<file path="src/rtl/data_mem_arbiter.sv">
// data_mem_arbiter: round-robin sequencer sharing the data memory between the CPU and DMA ports,
// with registered glitch-free strobes and a one-cycle ack per access.
module data_mem_arbiter #(
    parameter int bit_size = 15,
    parameter int addr_size = 11
) (
    input  logic                clk,
    input  logic                reset,
    input  logic                req0,
    input  logic                we0,
    input  logic [addr_size:0]  addr0,
    input  logic [bit_size:0]   wdata0,
    output logic                ack0,
    output logic [bit_size:0]   rdata0,
    input  logic                req1,
    input  logic                we1,
    input  logic [addr_size:0]  addr1,
    input  logic [bit_size:0]   wdata1,
    output logic                ack1,
    output logic [bit_size:0]   rdata1,
    output logic                dataMemRead,
    output logic                dataMemWrite,
    output logic [addr_size:0]  address,
    output logic [bit_size:0]   value,
    input  logic [bit_size:0]   memOut,
    output logic                busy
);
    typedef enum logic [1:0] {IDLE, ACCESS, RESP} state_t;
    state_t state, state_next;
    logic gnt, last_grant, pick, pick_we, start;
    logic [addr_size:0] pick_addr;
    logic [bit_size:0] pick_wdata;

    // On a tie the port that did not win last time goes next
    always_comb begin
        start = state == IDLE && (req0 || req1);
        pick = (req0 && req1) ? !last_grant : req1;
        pick_we = pick ? we1 : we0;
        pick_addr = pick ? addr1 : addr0;
        pick_wdata = pick ? wdata1 : wdata0;
        state_next = IDLE;
        case (state)
            IDLE:    state_next = start ? ACCESS : IDLE;
            ACCESS:  state_next = RESP;
            default: state_next = IDLE;
        endcase
    end

    always_ff @(posedge clk) begin
        if (reset) state <= IDLE;
        else state <= state_next;
    end

    always_ff @(posedge clk) begin
        if (reset) begin
            gnt <= 1'b0;
            last_grant <= 1'b1;
            address <= '0;
            value <= '0;
            dataMemRead <= 1'b0;
            dataMemWrite <= 1'b0;
            ack0 <= 1'b0;
            ack1 <= 1'b0;
            rdata0 <= '0;
            rdata1 <= '0;
            busy <= 1'b0;
        end else begin
            busy <= state_next != IDLE;
            dataMemRead <= start && !pick_we;
            dataMemWrite <= start && pick_we;
            ack0 <= state == ACCESS && !gnt;
            ack1 <= state == ACCESS && gnt;
            if (start) begin
                gnt <= pick;
                address <= pick_addr;
                value <= pick_wdata;
            end
            if (state == ACCESS) begin
                last_grant <= gnt;
                if (dataMemRead && !gnt) rdata0 <= memOut;
                if (dataMemRead && gnt) rdata1 <= memOut;
            end
        end
    end
endmodule
</file>
<file path="config.mk">
export PLATFORM = sky130hd
export DESIGN_NAME = data_mem_arbiter
export DESIGN_NICKNAME = d
export VERILOG_FILES = /design/src/rtl/data_mem_arbiter.sv
export SDC_FILE = /design/constraint.sdc
export NUM_CORES = 1
export LEC_CHECK = 0
export CAP_MARGIN = 30
export CORE_MARGIN = 2
export CORE_UTILIZATION = 40
export CTS_BUF_LIST = sky130_fd_sc_hd__clkbuf_8 sky130_fd_sc_hd__clkbuf_16
export CTS_CLUSTER_SIZE = 20
export DETAILED_ROUTE_END_ITERATION = 8
export GPL_ROUTABILITY_DRIVEN = 0
export PLACE_DENSITY = 0.86
export SLEW_MARGIN = 40
export SYNTH_ARGS = -nofsm -noshare
export SYNTH_HDL_FRONTEND = slang
export SYNTH_SLANG_ARGS = --single-unit
</file>
<file path="constraint.sdc">
create_clock -name clk -period 1.45 [get_ports clk]
set_clock_uncertainty 0.1 [all_clocks]
set_input_delay 0.145 -clock clk [delete_from_list [all_inputs] [get_ports clk]]
set_output_delay 0.145 -clock clk [all_outputs]
set_load 0.03 [all_outputs]
</file>
* After elaboration in Yosys (flattened, before gate mapping) *
Index checks and enable logic that the tools add are counted.

storage, ports and cells
  bits in registers = 69
  output and inout port bits = 65

operators by class
  equal/unequal tests = 1
  mux-type cells = 6
  reductions and logical operators = 16

operators with widths
  kind                                                  count
  2-to-1 mux 16 bit                                     1
  2-to-1 mux 12 bit                                     1
  logical AND 1 bit                                     8
  one-hot mux 2 bit (2 select lines)                    1
  AND reduction 2 bit                                   2
  logical NOT 1 bit                                     3
  2-to-1 mux 1 bit                                      3
  equality test 2 x 1 -> 1 bit (second input constant)  1
  logical NOT 2 bit                                     1
  nonzero test 2 bit                                    1
  logical OR 1 bit                                      1

* Longest topological paths before layout *
  depth after elaboration = 5
  gate-level depth with buffers = 6
  gate-level depth less buffers = 3

* Worst setup path after synthesis *
No wires, ideal clock.

  path kind = reg-to-reg
  start point = reg dataMemRead
  end point = reg rdata0[10]
  library setup time = 0.070 ns
  arrival time = 1.325 ns
  required time = 1.280 ns
  slack = -0.046 ns
  cell stages (with the launch flop) = 6
  path through = dfxtp_1 > nor4bb_1 > buf_2 > buf_2 > nand2_1 > a21oi_1

between the ends
  word-level cells in the longest chain between the ends = 2

ends and longest elaborated chain
  element                               line  RTL
  from (decl)                           21    output logic dataMemRead,
  from (signal assigned)                69    dataMemRead <= start && !pick_we;
  logical AND 1 bit                     80    if (dataMemRead && !gnt) rdata0 <= memOut;
  AND reduction 2 bit (no source line)  -
  to (signal assigned)                  80
  to (decl)                             14    output logic [bit_size:0] rdata0,

No other way between the ends.
A chain may end at the register's enable or synchronous reset.

* Worst setup path in the final report *
  start point = reg dataMemRead
  end point = out dataMemRead

No word-level cell between the ends.

==> impl_results.html <==
<table>
<tr><th>Metric</th><th>Value</th></tr>
<tr><th colspan="2">Place</th></tr>
<tr><td>Final HPWL from detailed placement</td><td>around 5.8 mm</td></tr>
<tr><td>Post-detailed-placement cell area</td><td>~4400 um^2</td></tr>
<tr><td>Buffers added on ports</td><td>142</td></tr>
<tr><th colspan="2">Run</th></tr>
<tr><td>Max-cap viol count</td><td>0</td></tr>
<tr><th colspan="2">Critical path</th></tr>
<tr><td>Crit path max-delay family</td><td>buffers and inverters</td></tr>
<tr><td>Cell breakdown of the critical path</td><td>dlygate4sd2_1</td></tr>
<tr><td>Crit path required time</td><td>about 1.2 ns</td></tr>
<tr><td>Arrival time at the worst endpoint</td><td>around 1.1 ns</td></tr>
<tr><td>Capturing element type of the critical path</td><td>primary output</td></tr>
<tr><td>Crit path max fanout</td><td>5</td></tr>
<tr><td>Largest stage delay, worst path</td><td>roughly 0.44 ns</td></tr>
<tr><td>Worst reg2reg setup slack</td><td>~0.10 ns</td></tr>
<tr><td>Worst setup path class</td><td>reg -&gt; out</td></tr>
<tr><td>Buffers &amp; Inverters on Critical Path</td><td>1</td></tr>
<tr><td>Launch point of the worst reg-to-reg path</td><td>state[0]</td></tr>
<tr><td>Crit Reg-Reg Endpoint</td><td>value[3]</td></tr>
<tr><td>Sort of element at the start of the critical path</td><td>register</td></tr>
<tr><td>Slowest cell on the critical path</td><td>sky130_fd_sc_hd__dlygate4sd2_1</td></tr>
<tr><td>Cells on worst reg2reg path</td><td>4</td></tr>
<tr><th colspan="2">STA</th></tr>
<tr><td>Slew Limit Fails</td><td>0</td></tr>
<tr><td>Final setup vio count</td><td>0</td></tr>
<tr><td>Measured slew at the worst slew-check pin</td><td>about 0.36 ns</td></tr>
<tr><td>Total count of hold-check failures in the final report</td><td>0</td></tr>
<tr><td>Period utilisation layout</td><td>94.0%</td></tr>
<tr><td>Max Freq</td><td>0.733 GHz</td></tr>
<tr><td>Final critical-path required period</td><td>roughly 1.4 ns</td></tr>
<tr><td>Slew margin rel.</td><td>76.2%</td></tr>
<tr><th colspan="2">Finish</th></tr>
<tr><td>N_diodes</td><td>0</td></tr>
<tr><td>Fin area</td><td>between 4000 and 5000 um^2</td></tr>
<tr><td>Fraction of final layout cells sized beyond drive strength 1</td><td>a little under an eighth</td></tr>
<tr><td>Area growth from synthesis to final layout</td><td>61.2%</td></tr>
<tr><td>NumNets Final</td><td>550</td></tr>
<tr><th colspan="2">Worst hold path</th></tr>
<tr><td>Number of cells on the worst hold path</td><td>3</td></tr>
<tr><td>End point of the most critical hold path</td><td>value[0]</td></tr>
<tr><td>Launch instance of the worst min-delay path</td><td>wdata0[0]</td></tr>
<tr><td>HP Class</td><td>in -&gt; reg</td></tr>
<tr><th colspan="2">Route</th></tr>
<tr><td>Top metal layer carrying routed signals</td><td>met4</td></tr>
<tr><td>Routed length on met1</td><td>between 3 and 4 mm</td></tr>
<tr><td>DR iter-0 viols</td><td>80</td></tr>
<tr><td>DRC Markers</td><td>0</td></tr>
<tr><td>Routed via count divided by cell count</td><td>5.13</td></tr>
<tr><td>Final wirelength</td><td>a little over 8 mm</td></tr>
<tr><td>Average routed wire per standard cell</td><td>around 14 um</td></tr>
<tr><td>Routed via count</td><td>2927</td></tr>
<tr><td>Number of detailed-routing iterations run before antenna repair</td><td>4</td></tr>
<tr><td>Number of nets with antenna violations after routing</td><td>0</td></tr>
<tr><td>Met3 WL post-DR</td><td>~830 um</td></tr>
<tr><td>Met2 wire length</td><td>3.75 mm</td></tr>
<tr><th colspan="2">Clock network</th></tr>
<tr><td>Number of buffers on the longest clock path</td><td>2</td></tr>
<tr><td>Clock buffer count from CTS</td><td>9</td></tr>
<tr><td>Clock latency on the worst-skew pair</td><td>around 0.33 ns</td></tr>
<tr><td>Clock root buffer master</td><td>sky130_fd_sc_hd__clkbuf_8</td></tr>
<tr><td>Clk slew on worst S/H paths</td><td>roughly 0.070 ns</td></tr>
<tr><td># clock sinks</td><td>slightly below 70</td></tr>
<tr><td>TritonCTS clock tree</td><td>done</td></tr>
<tr><td>H-tree levels</td><td>3</td></tr>
<tr><th colspan="2">Synth</th></tr>
<tr><td>Post-synthesis sequential element count</td><td>69</td></tr>
<tr><td>Syn_nets</td><td>between 400 and 500</td></tr>
<tr><td>YS warnings</td><td>0</td></tr>
<tr><td>Sequential element share of the synthesized area</td><td>between 40% and 50%</td></tr>
<tr><td>Number of different library cells in the post-synthesis netlist</td><td>23</td></tr>
<tr><td>Simple-gate portion of the synthesized area</td><td>roughly 20%</td></tr>
<tr><td>Adder and majority gate portion of the synthesized area</td><td>0%</td></tr>
<tr><td>Fraction of synthesized cell area taken by the top area cell type</td><td>48.9%</td></tr>
<tr><td>Synthesized instance count</td><td>approximately 330</td></tr>
<tr><td>Leading cell types by total area after synthesis</td><td>sky130_fd_sc_hd__dfxtp_1 49%, sky130_fd_sc_hd__nand2_1 16%, sky130_fd_sc_hd__a21oi_1 11%</td></tr>
<tr><td>Dominant combinational cell family by area after synthesis</td><td>compound AO/OA/AOI/OAI gates</td></tr>
<tr><td>Mapped cell area</td><td>2820 um^2</td></tr>
<tr><td>Proportion of synthesized area in mux cells</td><td>less than 1%</td></tr>
<tr><td>Cell type with the largest total area after synthesis</td><td>sky130_fd_sc_hd__dfxtp_1</td></tr>
<tr><td>Xor and xnor area share after synthesis</td><td>0%</td></tr>
<tr><td>Compound-Gate Fraction of Synth Area</td><td>roughly a quarter</td></tr>
<tr><td>Post-synthesis average cell area</td><td>8.50 um^2</td></tr>
<tr><th colspan="2">Floorplan</th></tr>
<tr><td>Area inside the core boundary</td><td>approximately 6800 um^2</td></tr>
<tr><td>Chip Height</td><td>between 80 and 90 um</td></tr>
<tr><td>Initial Utilization</td><td>about two fifths</td></tr>
<tr><td>Area of the die</td><td>~7700 um^2</td></tr>
<tr><td>Rows</td><td>30</td></tr>
<tr><td>Boundary pin count</td><td>around 140</td></tr>
<tr><td>Die boundary width</td><td>88.0 um</td></tr>
<tr><th colspan="2">Outcome</th></tr>
<tr><td>Result of the run</td><td>finished, final reports clean</td></tr>
<tr><th colspan="2">Pwr</th></tr>
<tr><td>Pwr Density</td><td>1030 nW/um^2</td></tr>
<tr><td>Worst ir drop on vdd</td><td>approximately 0.00053 V</td></tr>
<tr><td>Overall Power</td><td>about 4700 uW</td></tr>
<tr><td>Leakage Power</td><td>~0.0019 uW</td></tr>
<tr><th colspan="2">GRT</th></tr>
<tr><td>Total gr overflow</td><td>0</td></tr>
<tr><td>Global-route wire length before repair</td><td>roughly 13 mm</td></tr>
<tr><td>Pin count of the biggest net entering global routing</td><td>31</td></tr>
<tr><td>Total Routing Usage GR</td><td>21.0%</td></tr>
<tr><td>Number of antenna violations at the first check in global routing</td><td>0</td></tr>
<tr><td>Via count of the first global-routing pass</td><td>between 2000 and 3000</td></tr>
</table>
==> synth_stat cells <==
| library cell | n |
|---|---|
| sky130_fd_sc_hd__a21bo_1 | 2 |
| sky130_fd_sc_hd__a21boi_1 | 1 |
| sky130_fd_sc_hd__a21oi_1 | 62 |
| sky130_fd_sc_hd__a311oi_1 | 8 |
| sky130_fd_sc_hd__a311oi_2 | 20 |
| sky130_fd_sc_hd__and2_1 | 2 |
| sky130_fd_sc_hd__and4b_1 | 1 |
| sky130_fd_sc_hd__buf_1 | 2 |
| sky130_fd_sc_hd__buf_2 | 10 |
| sky130_fd_sc_hd__buf_4 | 1 |
| sky130_fd_sc_hd__buf_6 | 3 |
| sky130_fd_sc_hd__clkbuf_1 | 15 |
| sky130_fd_sc_hd__dfxtp_1 | 69 |
| sky130_fd_sc_hd__mux2i_1 | 2 |
| sky130_fd_sc_hd__nand2_1 | 122 |
| sky130_fd_sc_hd__nand2b_1 | 2 |
| sky130_fd_sc_hd__nand4b_1 | 1 |
| sky130_fd_sc_hd__nand4bb_1 | 1 |
| sky130_fd_sc_hd__nor2_1 | 3 |
| sky130_fd_sc_hd__nor3_1 | 2 |
| sky130_fd_sc_hd__nor3b_1 | 1 |
| sky130_fd_sc_hd__nor4bb_1 | 1 |
| sky130_fd_sc_hd__or2_1 | 1 |
==> per-stage QoR <==
step / std cells / setup TNS, ns / hold slack [ns] / utilization, % / setup WS [ns]
floorplan: 332 / 0 / 0.181 / - / 0.0756
global placement: 555 / -5.40 / 0.296 / 64.8 / -0.183
detailed placement: 555 / -7.14 / 0.296 / 64.8 / -0.271
CTS: 570 / 0 / 0.270 / 66.4 / 0.0444
global route: 571 / -0.00282 / 0.297 / 67.0 / -0.00282
finish: 571 / 0 / 0.287 / 67.0 / 0.0865
==> layout by cell type, fill, tap and decap left out, types with 2 or more instances in the layout <==
master,n
sky130_fd_sc_hd__a21bo_1,2
sky130_fd_sc_hd__a21oi_1,62
sky130_fd_sc_hd__a311oi_1,8
sky130_fd_sc_hd__a311oi_2,20
sky130_fd_sc_hd__and2_1,2
sky130_fd_sc_hd__buf_12,5
sky130_fd_sc_hd__buf_4,10
sky130_fd_sc_hd__clkbuf_8,10
sky130_fd_sc_hd__clkdlybuf4s50_1,76
sky130_fd_sc_hd__dfxtp_1,67
sky130_fd_sc_hd__dfxtp_2,2
sky130_fd_sc_hd__dlygate4sd2_1,65
sky130_fd_sc_hd__inv_1,2
sky130_fd_sc_hd__mux2i_1,2
sky130_fd_sc_hd__nand2_1,122
sky130_fd_sc_hd__nand2b_1,2
sky130_fd_sc_hd__nor2_1,2
sky130_fd_sc_hd__nor3_1,2
==> registers in the layout, summed over array words and instances (netlist names), 2 cells and up <==
register / cells
address: 12
rdata1: 16
value: 16
state: 2
rdata0: 16
==> worst max-delay path by stage <==
| stage | startpoint | endpoint | slack, ns | depth (start not counted) |
|---|---|---|---|---|
| 6_report | dataMemRead | dataMemRead | 0.09 | 1 |
| 4_1_cts | state[0] | value[3] | 0.04 | 4 |
| 3_5_place_dp | req0 | value[3] | -0.27 | 6 |
| 2_1_floorplan | dataMemRead | rdata0[10] | 0.08 | 5 |
| 5_1_grt | state[0] | value[3] | -0.003 | 4 |
| 3_3_place_gp | req0 | value[2] | -0.18 | 6 |
==> report_power, final <==
part | internal, uW | switching (uW)
logic | 506 | 610
clock network | 807 | 666
registers | 2020 | 67.4
total | 3330 | 1340
==> layer usage <==
metal / global-route usage (%) / vias up
met5: 0 / -
met4: 9.23 / 0
met3: 7.16 / 13
met2: 33.8 / 153
met1: 25.3 / 1343
li1: - / 1418
==> cell families (layout without fill, tap and decap cells) <==
| group | after synthesis | count (layout) |
|---|---|---|
| compound gates | 93 | 93 |
| buf+inv | 31 | 174 |
| flops | 69 | 69 |
| mux | 2 | 2 |
| simple gates | 137 | 137 |
==> area by class of cell <==
cell class,count,area (um^2)
Fill cell,582,2240
Clock buffer,10,138
Multi-Input combinational cell,232,1310
Sequential cell,69,1380
Clock inverter,4,42.5
Timing Repair Buffer,160,1560
Tap cell,96,120
==> timing repair <==
action,4_1_cts,5_1_grt
endpoints found under the setup margin,65,17
endpoints found under the hold margin,1,0
buffers inserted,0,0
pin swaps,0,1
gates cloned,0,1
gates resized for setup,65,4
hold buffers,1,0
==> worst register-to-register path, delay by kind of cell (launching register included) <==
kind            cells  cell delay, ns
flops               1            0.36
compound gates      2            0.36
buf+inv             1            0.22
simple gates        1            0.22
No activity file was read; power rests on OpenSTA's default activity.
